[src/rtl/branch_redirect_ctrl_pkg.sv]
// Shared control types and defaults for the fetch/redirect sequencer.
package spu_ctrl_pkg;

  typedef enum logic [1:0] {
    IDLE     = 2'd0,
    RUN      = 2'd1,
    REDIRECT = 2'd2,
    HALTED   = 2'd3
  } ctrl_state_t;

  localparam int unsigned PC_W_DEFAULT         = 8;
  localparam int unsigned FLUSH_CYCLES_DEFAULT = 3;

endpackage

[src/rtl/branch_redirect_ctrl.sv]
// Fetch-PC sequencer: advances one pair per cycle, redirects on taken branches
// and holds flush for a fixed bubble window before resuming at the target.
module branch_redirect_ctrl
  import spu_ctrl_pkg::*;
#(
  parameter int unsigned PC_W         = PC_W_DEFAULT,
  parameter int unsigned FETCH_STEP   = 2,
  parameter int unsigned FLUSH_CYCLES = FLUSH_CYCLES_DEFAULT
) (
  input  logic            clk,
  input  logic            reset,
  input  logic            start,
  input  logic            stall,
  input  logic            halt,
  input  logic            branch_taken,
  input  logic [PC_W-1:0] pc_wb,
  output logic [PC_W-1:0] pc_fetch,
  output logic            fetch_valid,
  output logic            slot0_valid,
  output logic            flush,
  output logic            halted
);

  localparam int unsigned CNT_W = (FLUSH_CYCLES > 1) ? $clog2(FLUSH_CYCLES) : 1;

  ctrl_state_t      state_q, state_d;
  logic [PC_W-1:0]  pc_q, pc_d;
  logic [CNT_W-1:0] cnt_q, cnt_d;
  logic             odd_q, odd_d;
  logic             fv_q, fv_d;

  always_ff @(posedge clk) begin
    if (reset) begin
      state_q <= IDLE;
      pc_q    <= '0;
      cnt_q   <= '0;
      odd_q   <= 1'b0;
      fv_q    <= 1'b0;
    end else begin
      state_q <= state_d;
      pc_q    <= pc_d;
      cnt_q   <= cnt_d;
      odd_q   <= odd_d;
      fv_q    <= fv_d;
    end
  end

  always_comb begin
    state_d = state_q;
    pc_d    = pc_q;
    cnt_d   = cnt_q;
    odd_d   = odd_q;
    fv_d    = 1'b0;
    unique case (state_q)
      IDLE: begin
        if (start) begin
          state_d = RUN;
          pc_d    = '0;
          odd_d   = 1'b0;
          fv_d    = 1'b1;
        end
      end
      RUN: begin
        if (branch_taken) begin
          state_d = REDIRECT;
          pc_d    = {pc_wb[PC_W-1:1], 1'b0};
          odd_d   = pc_wb[0];
          cnt_d   = CNT_W'(FLUSH_CYCLES - 1);
        end else if (halt) begin
          state_d = HALTED;
        end else if (!stall) begin
          fv_d = 1'b1;
          // pc_q only advances once its pair was actually fetched; after a
          // stall the held pair is refetched first.
          if (fv_q) begin
            pc_d  = pc_q + PC_W'(FETCH_STEP);
            odd_d = 1'b0;
          end
        end
      end
      REDIRECT: begin
        // Exit directly into the target fetch so no idle gap follows the flush.
        if (cnt_q == '0) begin
          state_d = RUN;
          fv_d    = 1'b1;
        end else begin
          cnt_d = cnt_q - 1'b1;
        end
      end
      HALTED: begin
      end
      default: begin
        state_d = IDLE;
      end
    endcase
  end

  assign pc_fetch    = pc_q;
  assign fetch_valid = fv_q;
  assign slot0_valid = fv_q & ~odd_q;
  assign flush       = (state_q == REDIRECT);
  assign halted      = (state_q == HALTED);

  a_flush_excl: assert property (@(posedge clk) !(flush && fetch_valid));
  a_halt_idle:  assert property (@(posedge clk) halted |-> !fetch_valid);

endmodule

[config.mk]
export PLATFORM = sky130hd
export DESIGN_NAME = branch_redirect_ctrl
export DESIGN_NICKNAME = d
export VERILOG_FILES = /design/src/rtl/branch_redirect_ctrl_pkg.sv /design/src/rtl/branch_redirect_ctrl.sv
export SDC_FILE = /design/constraint.sdc
export NUM_CORES = 1
export LEC_CHECK = 0
export CORE_MARGIN = 2
export CORE_UTILIZATION = 39
export DETAILED_ROUTE_END_ITERATION = 8
export PLACE_DENSITY = 0.72
export SETUP_SLACK_MARGIN = 0.3
export SLEW_MARGIN = 25
export SYNTH_ARGS = -nofsm -noshare
export SYNTH_HDL_FRONTEND = slang
export SYNTH_SLANG_ARGS = --single-unit
[constraint.sdc]
create_clock -name clk -period 1.9 [get_ports clk]
set_clock_uncertainty 0.2 [all_clocks]
set_input_delay 0.19 -clock clk [delete_from_list [all_inputs] [get_ports clk]]
set_output_delay 0.19 -clock clk [all_outputs]
set_load 0.01 [all_outputs]
==> impl_metrics.py, run 1 <==
metrics = {
    "run_status": {
        "outcome": "completed",
    },
    "placed_design": {
        "dp_hpwl_um": 1420,
        "io_buffers": 24,
        "gp_congestion": 0.774,
        "place_ws_ns": -0.178,
        "place_inst": 143,
        "dpl_cell_area_um2": 1060,
    },
    "layout": {
        "diodes": 0,
        "multiInputGateArea_um2": 498,
        "final-seq-area_um2": 279,
        "drive_above_1_share_pct": 27.9,
        "final_net_count": 146,
        "area_growth_pct": 53.5,
        "fin_cells": 156,
        "fill_cells": 186,
        "final_area_um2": 1190,
    },
    "floorplan": {
        "die_y_um": 48.7,
        "ios": 26,
        "start_util_pct": 40.5,
        "fp-row-count": 16,
        "core_area_um2": 1920,
        "dieArea_um2": 2370,
        "chipWidth_um": 48.7,
    },
    "global_routing": {
        "grt_pass1_wl_um": 3490,
        "grtUsageMet2_pct": 32.4,
        "grt_max_degree": 14,
        "met3_usage_pct": 2.16,
        "globalRouteTotalUtil_pct": 18.8,
        "antenna_found_initial": 0,
        "grt_overflow": 0,
        "grt_pass1_vias": 808,
        "busiest_layer": "met2",
        "grt_use_met1_pct": 22.4,
    },
    "yosys": {
        "syn_area_per_cell_um2": 8.11,
        "synth_commonest_cells": "13 x dfxtp_1, 10 x nor2_1, 9 x o21ai_0",
        "yosysMostFrequentCell": "dfxtp_1",
        "yosys_warnings": 0,
        "yosys-top-cells-area": "dfxtp_1 33%, o21ai_0 5.8%, a21oi_1 5.1%",
        "syn_inst": 96,
        "syn_nets": 112,
        "yosysTopAreaCell": "dfxtp_1",
        "synth_top_area_share_pct": 33.4,
        "synth.distinct_cells": 35,
        "netlist_area_um2": 778,
        "yosysSeqAreaShare_pct": 33.4,
        "ys_seq_elements": 13,
        "ys.flop_type": "dfxtp_1",
        "synth_edf_count": 0,
        "synth_async_sr_flop_share_pct": 0,
    },
    "timing": {
        "worstMarginPinSlew_ns": 0.592,
        "period_share_pct": 91.4,
        "setup_slack_ns": 0.163,
        "fmaxAchievable_mhz": 576,
        "fin_hold_ws_ns": 0.160,
        "setup_viol": 0,
        "grt_setup_unrepaired": "yes",
        "slew_violations": 0,
        "hold_viol": 0,
        "timing.slew.headroom_pct": 60.4,
        "fin_crit_ns": 1.74,
    },
    "pwr": {
        "switching_share_pct": 31.0,
        "intPower_uw": 513,
        "leakage_uw": 0.000524,
        "power_density_nw_per_um2": 622,
        "seq_power_share_pct": 43.0,
        "ir_drop_v": 0.000378,
        "pwr-share-comb_pct": 33.0,
        "p_switching_uw": 231,
        "power.share.clock_pct": 24.1,
    },
    "clock_tree": {
        "clk_pin_slew_ns": 0.09,
        "root_buffer": "clkbuf_4",
        "cts_buffer_depth": 2,
        "insertion_delay_ns": 0.28,
        "numCtsBuffers": 3,
        "htree_levels": 1,
        "clock_sinks": 13,
        "cts_tree": "done",
    },
    "drt": {
        "drt-pass1-iter-count": 4,
        "wire_per_inst_um": 13.2,
        "drt_iter0_drc": 3,
        "vias": 808,
        "remaining_drc_errors": 0,
        "avgViaCountPerCell": 5.18,
        "wl_um": 2050,
        "antenna_left": 0,
    },
    "job": {
        "drv_cap": 0,
    },
    "critical_path": {
        "r2r_slack_ns": 0.16,
        "timing.rr.start": "fetch_valid",
        "cp_data_required_time_ns": 1.89,
        "cp.arrival_ns": 1.73,
        "cp-startpoint": "fetch_valid",
        "worstSetupPathType": "reg -> reg",
        "worst-r2r-cell-count": 6,
        "rr_endpoint": "pc_fetch[2]",
        "end_kind": "flop",
        "start_kind": "flop",
        "cp_max_fo": 8,
    },
    "hold_path": {
        "hold_class": "in -> reg",
        "worstHoldEndpoint": "fetch_valid",
        "hold_path.startpoint": "stall",
        "holdPathStages": 3,
    },
}
==> layer usage <==
layer	part of all wire, %	vias up
li1	-	405
met1	45	386
met2	51	13
met3	2.2	4
met4	1.1	0
met5	0	-
==> critical path, stage by stage, from the launching register on <==
cell,delay [ns]
dfxtp_2,0.34
or3b_4,0.38
a311oi_2,0.24
buf_4,0.21
buf_12,0.12
nor2_4,0.03
a211oi_2,0.13
==> worst max-delay path by stage <==
| stage | slack (ns) | cells after the start | endpoint |
|---|---|---|---|
| finish | 0.16 | 6 | pc_fetch[2] |
| global route | 0.09 | 6 | pc_fetch[2] |
| CTS | 0.16 | 6 | pc_fetch[2] |
| detailed placement | -0.18 | 7 | pc_fetch[2] |
| global placement | -0.13 | 6 | pc_fetch[6] |
| floorplan | 0.23 | 5 | pc_fetch[7] |
==> placed cells by master, fill, tap and decap left out, drive strengths merged, types with 4 or more instances in the layout <==
cell type and instances:
inv 5, dlygate4sd2 7, dlymetal6s2s 4, buf 12, nor2b 4, clkbuf 5, dfxtp 13, nor2 11
clkdlybuf4s50 12, a21oi 8, o21ai 9, nand2 5
==> flip-flops by register name, indices dropped and copies added (netlist names) <==
register / count
cnt_q: 2
fetch_valid: 1
odd_q: 1
pc_fetch: 7
state_q: 2
==> logic make-up after synthesis <==
family          Yosys count  synth area share [%]
compound gates           32                  30.1
other cells               1                 0.482
simple gates             35                  24.0
buf+inv                  12                  7.56
fa+ha+maj                 2                  3.21
mux                       1                  1.29
flops                    13                  33.4
==> power groups by stage <==
stage               clock [uW]  combinational, uW  sequential (uW)
finish                     179                245              320
global route               195                267              323
CTS                        180                238              316
detailed placement           0                210              331
global placement             0                203              331
floorplan                    0                122              324
==> area by class of cell <==
cell class              count  area share, %
flip-flops and latches     13           23.4
multi-input cells          71           41.7
well taps                  27           2.83
repair buffers             36           28.4
clock buffers               4           2.20
inverters                   5           1.57
==> per-stage QoR <==
step | utilization (%) | TNS [ns] | total power [uW]
after floorplan | - | 0 | 447
after global placement | 55.1 | -0.834 | 534
after detailed placement | 55.1 | -1.19 | 541
after CTS | 60.1 | 0 | 735
after global routing | 62.2 | 0 | 785
final | 62.2 | 0 | 744
==> repair_timing <==
action	in CTS	in global routing
buffers inserted	8	1
hold buffers	0	0
setup endpoints to repair	18	15
gates cloned	0	0
resized for setup	18	12
hold endpoints to repair	0	0
pin swaps	7	5
Power figures use the tool's default switching activity.
==> run 2: changes to the inputs <==
ABC_AREA = 1   (was default)
PLACE_DENSITY = 0.71   (was 0.72)
clock period = 2 ns   (was 1.9 ns; I/O delays follow)
==> impl_metrics.py, run 2 <==
metrics = {
    "timing": {
        "slew_violations": 0,
        "period_share_pct": 81.4,
        "fin_crit_ns": 1.63,
        "fin_hold_ws_ns": 0.233,
        "setup_tns_ns": 0,
        "setup_viol": 0,
        "hold_viol": 0,
        "fmaxAchievable_mhz": 615,
        "grt_setup_unrepaired": "no",
        "setup_slack_ns": 0.373,
    },
    "yosys": {
        "synth_async_sr_flop_share_pct": 0,
        "synth.distinct_cells": 22,
        "syn_area_per_cell_um2": 6.37,
        "ys.flop_type": "dfxtp_1",
        "yosys_warnings": 0,
        "syn_inst": 130,
        "yosysSeqAreaShare_pct": 31.4,
        "synth_top_area_share_pct": 31.4,
        "ys_seq_elements": 13,
        "yosys-top-cells-area": "dfxtp_1 31%, nand2_1 16%, nor2_1 9.1%",
        "yosysTopAreaCell": "dfxtp_1",
        "synth_commonest_cells": "35 x nand2_1, 20 x nor2_1, 17 x inv_1",
        "netlist_area_um2": 828,
        "syn_nets": 146,
        "yosysMostFrequentCell": "nand2_1",
        "synth_edf_count": 0,
    },
    "critical_path": {
        "cp_max_fo": 6,
        "cp_cell_sequence": "clkdlybuf4s50_1",
        "crit_family": "buffers and inverters",
        "cp.arrival_ns": 1.23,
        "r2r_slack_ns": 0.54,
        "end_kind": "output pin",
        "crit_path_top_delay_cell": "clkdlybuf4s50_1",
        "critPathBufInv": 1,
        "slowest_delay_ns": 0.55,
        "start_kind": "flop",
        "cp_data_required_time_ns": 1.60,
        "worstSetupPathType": "reg -> out",
    },
    "pwr": {
        "ir_drop_v": 0.000484,
        "leakage_uw": 0.000519,
        "power_density_nw_per_um2": 709,
        "design_power_total_uw": 805,
    },
    "drt": {
        "drt-pass1-iter-count": 5,
        "vias": 903,
        "remaining_drc_errors": 0,
        "avgViaCountPerCell": 4.88,
        "wl_um": 1970,
        "drt_iter0_drc": 12,
        "wire_per_inst_um": 10.7,
        "antenna_left": 0,
    },
    "floorplan": {
        "dieArea_um2": 2510,
        "ios": 26,
        "chipWidth_um": 50.1,
        "fp-row-count": 16,
        "start_util_pct": 41.8,
        "die_y_um": 50.1,
        "core_area_um2": 1980,
    },
    "global_routing": {
        "grt_pass1_vias": 879,
        "grt_overflow": 0,
        "globalRouteTotalUtil_pct": 18.3,
        "grt_pass1_wl_um": 3470,
        "grt_max_degree": 11,
        "antenna_found_initial": 0,
    },
    "clock_tree": {
        "htree_levels": 1,
        "clock_sinks": 13,
        "hold_buffers": 0,
        "numCtsBuffers": 3,
        "root_buffer": "clkbuf_4",
        "cts_buffer_depth": 2,
        "cts_tree": "done",
        "clk_pin_slew_ns": 0.08,
        "insertion_delay_ns": 0.28,
    },
    "run_status": {
        "outcome": "completed",
    },
    "placed_design": {
        "place_ws_ns": 0.343,
        "gp_congestion": 0.899,
        "dp_hpwl_um": 1540,
        "io_buffers": 24,
    },
    "layout": {
        "drive_above_1_share_pct": 12.0,
        "diodes": 0,
        "area_growth_pct": 37.0,
        "layout_commonest_cell": "nand2_1",
        "largest_register_ffs": 7,
        "utilization_pct": 57.3,
        "final_net_count": 175,
        "layout_common_cells": "35 x nand2_1, 21 x clkdlybuf4s50_1, 20 x nor2_1",
    },
    "job": {
        "drv_cap": 0,
    },
    "hold_path": {
        "hold_class": "reg -> reg",
    },
}
==> run 2: cells by family after synthesis <==
| family | synth area share (%) |
|---|---|
| buffers and inverters | 9.97 |
| AND/OR/NAND/NOR | 42.9 |
| flip-flops | 31.4 |
| adder cells (fa/ha/maj) | 3.02 |
| other | 0.453 |
| XOR/XNOR | 1.06 |
| AO/OA/AOI/OAI | 11.2 |
==> run 2: worst paths after layout <==
path               startpoint     endpoint  cells past startpoint
setup / recovery  pc_fetch[3]  pc_fetch[3]                      1
hold reg to reg      cnt_q[0]     cnt_q[0]                      1
hold / removal       cnt_q[0]     cnt_q[0]                      1
setup reg to reg  pc_fetch[1]  pc_fetch[7]                      8
==> run 2: final cells by class <==
| class | instances | area (um^2) |
|---|---|---|
| sequential | 13 | 270 |
| fill | 200 | 847 |
| clock buffer | 4 | 26.3 |
| timing repair buffer | 25 | 244 |
| multi-input combinational | 96 | 485 |
| inverter | 20 | 75.1 |
| tap | 27 | 33.8 |
==> run 2: what timing repair did <==
item                       CTS  global route
resized for setup            8             2
setup buffers                0             0
setup endpoints to repair    5             2
==> run 2: per-layer routing <==
metal	vias to the layer above	global-route usage [%]	share of wire, %
met2	23	32.5	51
li1	463	-	-
met1	413	19.3	42
met3	4	6.67	5.5
met4	0	6.94	1.3
met5	-	0	0
==> run 2: per-stage QoR <==
step	instances	area, um^2
final	185	1130
after global routing	185	1130
after CTS	185	1130
after detailed placement	181	1100
after global placement	181	1100
after floorplan	130	828
==> run 2: power by group <==
part | internal, uW | total, uW | switching [uW]
combinational | 140 | 300 | 160
sequential | 297 | 338 | 40.6
clock | 77.5 | 167 | 89.6
total | 515 | 805 | 290
==> run 2: worst register-to-register path: cells and delay by family, from the launching register on <==
| kind | cells | cell delay, ns |
|---|---|---|
| adder cells (fa/ha/maj) | 1 | 0.19 |
| AND/OR/NAND/NOR | 7 | 0.59 |
| flip-flops | 1 | 0.38 |
